`src/rtl/als_spi_reader.sv`:
```
// rtl/als_spi_reader.sv - periodic SPI read master for the 8-bit ambient-light sensor
module als_spi_reader #(
    parameter int CLK_DIV       = 8,
    parameter int SAMPLE_PERIOD = 100000,
    parameter int PERIOD_W      = 17
) (
    input  logic       clk,
    input  logic       rst_n,
    input  logic       en,
    input  logic       sdo,
    output logic       ncs,
    output logic       sck,
    output logic [7:0] sample,
    output logic       sample_valid,
    output logic       frame_err,
    output logic       busy
);

    localparam int PH_W = (CLK_DIV > 1) ? $clog2(CLK_DIV) : 1;
    localparam logic [PH_W-1:0]     PH_LAST     = PH_W'(CLK_DIV - 1);
    localparam logic [PERIOD_W-1:0] PERIOD_LAST = PERIOD_W'(SAMPLE_PERIOD - 1);

    typedef enum logic [2:0] {IDLE, SETUP, LOW, HIGH, DONE} state_t;

    state_t              state, state_d;
    logic [PERIOD_W-1:0] period_cnt;
    logic                pending;
    logic [PH_W-1:0]     phase, phase_d;
    logic [4:0]          bit_cnt, bit_cnt_d;
    logic [15:0]         shift, shift_d;
    logic                ncs_d, sck_d, valid_d, err_d, start;
    logic [7:0]          sample_d;
    logic                wrap, phase_last;

    assign wrap       = en && (period_cnt == PERIOD_LAST);
    assign phase_last = (phase == PH_LAST);
    assign busy       = (state != IDLE);

    // Period counter and the start request it raises on every wrap
    always_ff @(posedge clk or negedge rst_n) begin
        if (!rst_n) begin
            period_cnt <= '0;
            pending    <= 1'b0;
        end else begin
            if (!en || wrap) period_cnt <= '0;
            else             period_cnt <= period_cnt + PERIOD_W'(1);
            if (!en)        pending <= 1'b0;
            else if (wrap)  pending <= 1'b1;
            else if (start) pending <= 1'b0;
        end
    end

    // State register plus all registered outputs and the datapath
    always_ff @(posedge clk or negedge rst_n) begin
        if (!rst_n) begin
            state        <= IDLE;
            phase        <= '0;
            bit_cnt      <= '0;
            shift        <= '0;
            ncs          <= 1'b1;
            sck          <= 1'b1;
            sample       <= '0;
            sample_valid <= 1'b0;
            frame_err    <= 1'b0;
        end else begin
            state        <= state_d;
            phase        <= phase_d;
            bit_cnt      <= bit_cnt_d;
            shift        <= shift_d;
            ncs          <= ncs_d;
            sck          <= sck_d;
            sample       <= sample_d;
            sample_valid <= valid_d;
            frame_err    <= err_d;
        end
    end

    // Frame sequencing: setup, 16 low/high sck phase pairs, then publish
    always_comb begin
        state_d   = state;
        phase_d   = phase + PH_W'(1);
        bit_cnt_d = bit_cnt;
        shift_d   = shift;
        ncs_d     = ncs;
        sck_d     = sck;
        sample_d  = sample;
        valid_d   = 1'b0;
        err_d     = frame_err;
        start     = 1'b0;
        case (state)
            IDLE: begin
                ncs_d   = 1'b1;
                sck_d   = 1'b1;
                phase_d = '0;
                if (pending && en) begin
                    start     = 1'b1;
                    ncs_d     = 1'b0;
                    bit_cnt_d = '0;
                    state_d   = SETUP;
                end
            end
            SETUP: begin
                if (phase_last) begin
                    sck_d   = 1'b0;
                    phase_d = '0;
                    state_d = LOW;
                end
            end
            LOW: begin
                // sdo is stable here: the sensor moved it right after the falling edge
                if (phase_last) begin
                    shift_d   = {shift[14:0], sdo};
                    sck_d     = 1'b1;
                    bit_cnt_d = bit_cnt + 5'd1;
                    phase_d   = '0;
                    state_d   = HIGH;
                end
            end
            HIGH: begin
                if (phase_last) begin
                    phase_d = '0;
                    if (bit_cnt == 5'd16) begin
                        ncs_d   = 1'b1;
                        state_d = DONE;
                    end else begin
                        sck_d   = 1'b0;
                        state_d = LOW;
                    end
                end
            end
            DONE: begin
                sample_d = shift[11:4];
                err_d    = (|shift[15:12]) || (|shift[3:0]);
                valid_d  = 1'b1;
                phase_d  = '0;
                state_d  = IDLE;
            end
            default: begin
                phase_d = '0;
                state_d = IDLE;
            end
        endcase
    end

endmodule

```
`config.mk`:
```
export PLATFORM = sky130hd
export DESIGN_NAME = als_spi_reader
export DESIGN_NICKNAME = d
export VERILOG_FILES = /design/src/rtl/als_spi_reader.sv
export SDC_FILE = /design/constraint.sdc
export NUM_CORES = 1
export LEC_CHECK = 0
export BUFFER_PORTS_ARGS = -buffer_cell sky130_fd_sc_hd__buf_2
export CORE_UTILIZATION = 59
export CTS_CLUSTER_SIZE = 20
export DETAILED_ROUTE_END_ITERATION = 10
export PLACE_DENSITY_LB_ADDON = 0.08
export SYNTH_ARGS = -nofsm -noshare
export SYNTH_HDL_FRONTEND = slang
export SYNTH_SLANG_ARGS = --single-unit
```
`constraint.sdc`:
```
create_clock -name clk -period 2.5 [get_ports clk]
set_clock_uncertainty 0.1 [all_clocks]
set_input_delay 0.25 -clock clk [delete_from_list [all_inputs] [get_ports clk]]
set_output_delay 0.25 -clock clk [all_outputs]
set_load 0.05 [all_outputs]
```
# Word level (Yosys, flattened, before mapping)
# Index checks and enable logic that the tools add are counted.
[word_totals] reg_bits=57 latchBits=0 mem_bits_rw=0 rom_bits=0 in_bits=4 mem_count=0
[classes] add_sub_neg=3 mul=0 n_div=0 order_cmp=0 eq_ne=14 shift=0 muxes=27 n_bitwise=0 n_reduce_logical=18
[op_table] cell="3-bit two-way mux" count=7
[op_table] cell="17-bit by 1-bit adder with 17-bit output, second input constant" count=1
[op_table] cell="17-bit equality test, second input constant" count=1
[op_table] cell="17-bit two-way mux" count=1
[op_table] cell="1-bit two-way mux" count=13
[op_table] cell="2-bit != test, second input constant" count=6
[op_table] cell="3-bit case mux with 4 select lines" count=1
[op_table] cell="5-bit two-way mux" count=2
[op_table] cell="5-bit case mux with 2 select lines" count=1
[op_table] cell="4-bit OR reduction" count=2
[op_table] cell="3-bit by 2-bit equality test with 1-bit output, second input constant" count=2
[op_table] cell="3-bit equality test, second input constant" count=2
[op_table] cell="3-bit AND reduction" count=2
[op_table] cell="5-bit by 1-bit adder with 5-bit output, second input constant" count=1
[op_table] cell="5-bit equality test, second input constant" count=1
[op_table] cell="5-bit AND reduction" count=1
[op_table] cell="1-bit case mux with 4 select lines" count=1
[op_table] cell="4-bit AND reduction" count=1
[op_table] cell="2-bit nonzero test" count=2
[op_table] cell="4-bit nonzero test" count=1
[op_table] cell="3-bit by 1-bit adder with 3-bit output, second input constant" count=1
[op_table] cell="3-bit by 1-bit equality test with 1-bit output, second input constant" count=1
[op_table] cell="3-bit zero test" count=1
[op_table] cell="3-bit by 1-bit != test with 1-bit output, second input constant" count=1
[op_table] cell="7 further kinds" count=9

# Logic depth before layout (Yosys ltp)
# Gate-level depths: netlist (run 1).
[depth] word_depth=6 ltp_mapped=7

# Least setup slack after synthesis (run 1)
# No wires, ideal clock.
[synth_timing] kind="register to register" start="register phase[0]" end="register shift[0]" setup_time_ns=0.125 t_arrival_ns=1.506 setup_slack_ns=0.769 stages_incl_launch_ff=6 path_buffers=1 synth_period_minus_slack_ns=1.731 path_cell_list="dfrtp_1 ha_1 ha_1 and4bb_1 buf_2 mux2_2"
[synth_between] elab_chain_cells=2
[synth_rtl] item="start, declared" line_no="28" rtl="logic [PH_W-1:0] phase, phase_d;"
[synth_rtl] item="start signal, assigned" line_no="67" rtl="phase <= phase_d;"
[synth_rtl] item="3-bit equality test" line_no="36" rtl="assign phase_last = (phase == PH_LAST);"
[synth_rtl] item="2-bit AND reduction (no source line)"
[synth_rtl] item="end signal, assigned" line_no="69" rtl="shift <= shift_d;"
[synth_rtl] item="end, declared" line_no="30" rtl="logic [15:0] shift, shift_d;"
# No other way between the ends.
# A chain may end at the register's enable or synchronous reset.

# Worst setup path in the final report (run 1)
[layout_timing] start="register period_cnt[0]" end="register period_cnt[6]"
[layout_between] elab_chain_cells=4
[layout_rtl] item="start, declared" line_no="26" rtl="logic [PERIOD_W-1:0] period_cnt;"
[layout_rtl] item="start signal, assigned" line_no="46" rtl="else period_cnt <= period_cnt + PERIOD_W'(1);"
[layout_rtl] item="parallel branches: the longest is 3 deep, another holds 17-bit by 1-bit adder with 17-bit output"
[layout_rtl] item="17-bit two-way mux (*)" line_no="45" rtl="if (!en || wrap) period_cnt <= '0;"
# Every way passes the cells marked *.

==> impl_metrics.toml, run 1 <==
[synth]
synth_area_um2 = 2501
yosys_warnings = 0
synth_cells = 206
avgSynthCellArea_um2 = 12.14
ys_ff_latch = 57
synth_nets = 215
synth_cell_types = 37
ys_seq_area_frac = 0.5713

[worst_setup_path]
path_buf_inv = 0
slowest_delay_ns = 0.61
crit_path_cell_trace = "ha_1 -> and4_1 -> nand2_1 -> o31ai_4 -> nor2_1"
critPathArrivalTime_ns = 2.07
startpoint_type = "register"
crit_family = "compound AO/OA/AOI/OAI gates"
worstPathMaxFanout = 15
cp-end-kind = "register"
required_ns = 2.57
cp_slowest_cell = "o31ai_4"
worst-setup-path-type = "register to register"

[route]
dr.pass1.iters = 5
wl_met1_um = 1922
postRouteAntennaNets = 0
dr.first_iter.drc_count = 65
wl_um = 4278
wl_met3_um = 103
wl_met2_um = 2188
drc = 0
avgRoutedWirePerCell_um = 14.96
highest_layer = "met4"
via_per_inst = 5.720
num_vias = 1636

[clock_network]
cts_sinks = 57
numCtsBuffers = 9
cts_tree = "done"
post_cts_buffers = 0
postCtsHoldBufs = 1
cts_resized = 0
htreeDepth = 3
clkLatencyLatePin_ns = 0.32
cts_root_buf = "clkbuf_8"
clock_path_buffers = 2
clk_pin_slew_ns = 0.06

[min_path]
hold_class = "primary input to register"

[global_routing]
grt_overflow = 0
first_global_vias = 1602
grt_antenna_before_repair = 0
grt_max_degree = 24
grt_usage = 0.2179
grt_pass1_wl_um = 7038

[sta]
finalHoldViolations = 0
setup_viol_count_final = 0
period_needed_ns = 2.004
hold_ws_ns = 0.06679
worst_slew_pin_slew_ns = 0.6601
relSlewSlack = 0.5599
finalCritPeriodShare = 0.8015
rsz0062_at_grt = "false"
slew_viol_final = 0
setup_tns_ns = 0
fmax_mhz = 499.1

[power_and_ir_drop]
clockPowerShare = 0.481
leakage_nw = 1.342
netSwitchingFraction = 0.2013
seqPwrFrac = 0.491
netSwitchingPower_mw = 0.3872
p_per_area_nw_per_um2 = 673.6
p_int_mw = 1.537
peakVddDrop_mv = 0.3826
pwr-share-comb = 0.028

[die]
initial_core_util = 0.6208
fp.dieH_um = 67.11
boundaryPins = 17
num_rows = 23
dieArea_um2 = 4504
die_w_um = 67.11
design.core.area_um2 = 4029

[placed_design]
portBuffers = 16
place_hpwl_um = 3040
gp_congestion = 0.8107
dpl_cell_area_um2 = 2626

[finish]
fillers = 294
areaGrowthSynthToFinish_pct = 14.21
post_route_cells_drive_above_1_share = 0.2754
diodes = 0
num-nets-final = 240
final_area_um2 = 2856

[job]
drv_cap = 0

[outcome]
status = "complete, no violations"
-- per-stage QoR --
step	setup WS (ns)	std cells	util	power, mW
2_1_floorplan	0.7690	206	-	0.9850
3_3_place_gp	0.6510	269	0.6519	1.011
3_5_place_dp	0.5236	269	0.6519	1.016
4_1_cts	0.4998	286	0.7090	1.947
5_1_grt	0.3332	286	0.7090	2.000
6_report	0.4963	286	0.7090	1.924
-- flip-flops by register name, summed over array words and instances (netlist names), 3 cells and up --
register and flops:
period_cnt 17, bit_cnt 5, shift 16, sample 8, phase 3, state 3
-- synth_stat cells --
cell type | n | area share
a211oi_1 | 2 | 0.0060
a21boi_1 | 1 | 0.0030
a21oi_1 | 4 | 0.0080
a31oi_1 | 1 | 0.0025
and2_1 | 2 | 0.0050
and3_1 | 2 | 0.0050
and4_1 | 1 | 0.0035
and4bb_1 | 1 | 0.0050
buf_2 | 2 | 0.0040
buf_4 | 2 | 0.0060
buf_6 | 1 | 0.0045
clkbuf_1 | 1 | 0.0015
dfrtp_1 | 55 | 0.55
dfstp_2 | 2 | 0.021
ha_1 | 5 | 0.025
inv_1 | 5 | 0.0075
mux2_2 | 24 | 0.11
nand2_1 | 12 | 0.018
nand2b_1 | 1 | 0.0025
nand3_1 | 5 | 0.010
nand4_1 | 7 | 0.018
nand4_2 | 1 | 0.0050
nand4b_1 | 1 | 0.0035
nor2_1 | 25 | 0.038
nor2b_1 | 1 | 0.0025
nor3_1 | 5 | 0.010
nor3b_1 | 2 | 0.0060
nor4_1 | 7 | 0.018
nor4_2 | 2 | 0.010
nor4b_2 | 1 | 0.0060
o21ai_0 | 1 | 0.0020
o31a_1 | 1 | 0.0035
o31ai_1 | 2 | 0.0060
o31ai_4 | 1 | 0.0085
or3_1 | 2 | 0.0050
xnor2_1 | 12 | 0.042
xor2_1 | 6 | 0.021
-- final cells by class --
class | count | area [um^2] | share of cell area
Sequential cell | 57 | 1429 | 0.5002
Clock buffer | 11 | 141.4 | 0.04950
Timing Repair Buffer | 20 | 112.6 | 0.03942
Tap cell | 50 | 62.56 | 0.02190
Multi-Input combinational cell | 138 | 1013 | 0.3548
Clock inverter | 5 | 78.83 | 0.02760
Inverter | 5 | 18.77 | 0.006570
-- cell usage in the layout (no fill, tap or decap), drive strengths merged, types with 3 or more instances in the layout --
master / synthesis / routed
nand3: 5 / 5
clkbuf: 1 / 11
dfrtp: 55 / 55
inv: 5 / 5
nor4: 9 / 9
clkinv: 0 / 3
nor2: 25 / 25
buf: 5 / 19
ha: 5 / 5
nand2: 12 / 12
nor3: 5 / 5
xnor2: 12 / 12
nand4: 8 / 8
a21oi: 4 / 4
xor2: 6 / 6
mux2: 24 / 24
o31ai: 3 / 3
-- routing by layer --
metal	track usage	vias to the layer above
li1	-	778
met1	0.2705	825
met2	0.3563	25
met3	0.04623	8
met4	0.1117	0
met5	0	-
-- kinds of logic after synthesis --
| group | Yosys count | synth area share |
|---|---|---|
| simple gates | 78 | 0.1696 |
| flops | 57 | 0.5713 |
| mux | 24 | 0.1081 |
| xor+xnor | 18 | 0.06303 |
| compound gates | 13 | 0.03952 |
| buf+inv | 11 | 0.02351 |
| fa+ha+maj | 5 | 0.02501 |
-- power by group through the flow --
| stage | Sequential, mW | Combinational, mW | Clock (mW) |
|---|---|---|---|
| 4_1_cts | 0.944 | 0.0562 | 0.947 |
| 3_5_place_dp | 0.961 | 0.0547 | 0 |
| 5_1_grt | 0.945 | 0.0635 | 0.991 |
| 2_1_floorplan | 0.959 | 0.0263 | 0 |
| 6_report | 0.944 | 0.0544 | 0.926 |
| 3_3_place_gp | 0.960 | 0.0512 | 0 |
-- worst paths after layout --
path | start | to | slack (ns) | depth (start not counted)
worst max register to register | period_cnt[0]$_DFF_PN0_ | period_cnt[6]$_DFF_PN0_ | 0.50 | 5
worst max-delay path | period_cnt[0]$_DFF_PN0_ | period_cnt[6]$_DFF_PN0_ | 0.50 | 5
max in group asynchronous | rst_n | ncs$_DFFE_PN1P_ | 1.37 | 3
worst min-delay path | sdo | shift[0]$_DFFE_PN0P_ | 0.07 | 2
worst min register to register | phase[0]$_DFF_PN0_ | phase[0]$_DFF_PN0_ | 0.35 | 1
min in group asynchronous | rst_n | state[1]$_DFFE_PN0P_ | 0.28 | 2
No activity file was read; power rests on OpenSTA's default activity.
==> run 2: changes to the inputs <==
clock period = 2.02 ns   (was 2.5 ns; I/O delays follow)
==> run 2 against run 1 <==
Against the previous run: sequential power is 24% higher; setup slack lost 0.33 ns; via count barely moved; sequential share of layout area up 0.42 points; die area stayed put; hold slack better by 0.016 ns; critical path type unchanged; largest cell class unchanged; highest routed layer unchanged.
==> impl_metrics.toml, run 2 (synthesized netlist as in run 1, its figures left out) <==
[outcome]
status = "complete, no violations"

[finish]
seq_area_um2 = 1429
multiInputGateArea_um2 = 1013
num-nets-final = 242
reg_top3 = "period_cnt x17, shift x16, sample x8"
fillers = 303
largest_reg_flops = 17
final_common_cell = "dfrtp_1"
areaGrowthSynthToFinish_pct = 13.26
final_cell_mix = "dfrtp_1, nor2_1, mux2_2"
diodes = 0
largest_register = "period_cnt"
post_route_cells_drive_above_1_share = 0.2689
fin_util = 0.7031

[global_routing]
busiest_layer = "met2"
grt_pass1_wl_um = 7120
grtUsageMet3 = 0.07705
grt_max_degree = 46
grt_overflow = 0
grt_usage = 0.2263
use_met1 = 0.2844
first_global_vias = 1597
grt_antenna_before_repair = 0
met2_usage = 0.3438

[route]
postRouteAntennaNets = 0
via_per_inst = 5.684
wl_um = 4434
drc = 0
dr.pass1.iters = 5
num_vias = 1637
dr.first_iter.drc_count = 98
avgRoutedWirePerCell_um = 15.40

[sta]
period_needed_ns = 1.850
worst_slew_pin_slew_ns = 0.4581
fin_ws_ns = 0.1698
slew_viol_final = 0
setup_tns_ns = 0
relSlewSlack = 0.6946
finalCritPeriodShare = 0.9159
rsz0062_at_grt = "false"
finalHoldViolations = 0
setup_viol_count_final = 0
fmax_mhz = 540.5

[worst_setup_path]
required_ns = 2.14
worstPathMaxFanout = 4
worst-setup-path-type = "register to register"
critPathArrivalTime_ns = 1.97
cp-end-kind = "register"
startpoint_type = "register"

[power_and_ir_drop]
peakVddDrop_mv = 0.6101
p_per_area_nw_per_um2 = 756.1
leakage_nw = 1.325

[die]
fp.dieH_um = 67.11
boundaryPins = 17
die_w_um = 67.11
initial_core_util = 0.6208
dieArea_um2 = 4504
num_rows = 23
design.core.area_um2 = 4029

[job]
drv_cap = 0

[placed_design]
portBuffers = 16
place_hpwl_um = 2985
pre_cts_ws_ns = 0.1739
gp_congestion = 0.8511

[clock_network]
htreeDepth = 3
clkLatencyLatePin_ns = 0.33
cts_resized = 0
cts_root_buf = "clkbuf_8"
clock_path_buffers = 2
clk_pin_slew_ns = 0.06
cts_tree = "done"
numCtsBuffers = 9
cts_sinks = 57

[min_path]
hold_class = "primary input to register"
## run 2: changes by cell type in the layout (fill, tap and decap cells not counted)
cell           before  now
bufinv_16           2    0
clkbuf_1            1    3
buf_12              0    1
clkinv_4            1    0
clkinvlp_4          0    1
dlygate4sd3_1       1    2
## run 2: routing by layer
metal	part of all wire	up-vias
li1	-	785
met1	0.45	814
met2	0.49	33
met3	0.040	5
met4	0.014	0
met5	0	-
## run 2: worst paths after layout
path	start	slack, ns	cells past startpoint	endpoint
max	period_cnt[1]$_DFF_PN0_	0.17	5	period_cnt[1]$_DFF_PN0_
min	en	0.08	2	period_cnt[4]$_DFF_PN0_
max reg2reg	period_cnt[1]$_DFF_PN0_	0.17	5	period_cnt[1]$_DFF_PN0_
min reg2reg	phase[0]$_DFF_PN0_	0.35	1	phase[0]$_DFF_PN0_
max in group asynchronous	rst_n	1.04	3	ncs$_DFFE_PN1P_
min in group asynchronous	rst_n	0.20	2	period_cnt[2]$_DFF_PN0_
## run 2: through the flow
stage	hold WS, ns	cells	power, mW	area [um^2]
3_5_place_dp	0.01607	270	1.262	2646
6_report	0.08322	288	2.142	2833
3_3_place_gp	0.003032	270	1.257	2646
4_1_cts	0.06686	288	2.166	2833
5_1_grt	0.07304	288	2.243	2833
2_1_floorplan	-0.1936	206	1.219	2501
## run 2: critical path, cell delays in order (launching register included)
cell	delay, ns
dfrtp_1	0.41
ha_1	0.25
and4_1	0.27
nand2_1	0.11
or3_1	0.40
and3_1	0.20
## run 2: where the power goes
group	total [mW]	switching (mW)	internal (mW)	leakage, nW
logic	0.0729	0.0470	0.0259	0.475
clock network	0.899	0.424	0.475	0.0834
registers	1.17	0.0147	1.16	0.767
## run 2: layout make-up
class                   count  share of cell area
multi-input cells         138              0.3578
well taps                  50             0.02208
flip-flops and latches     57              0.5044
repair buffers             22             0.05035
clock buffers              13             0.05256
inverters                   5            0.006625
clock inverters             3            0.006184
## run 2: timing repair
| action | in CTS | in global routing |
|---|---|---|
| hold buffers | 2 | 0 |
| setup buffers | 0 | 0 |
| endpoints found under the hold margin | 15 | 0 |
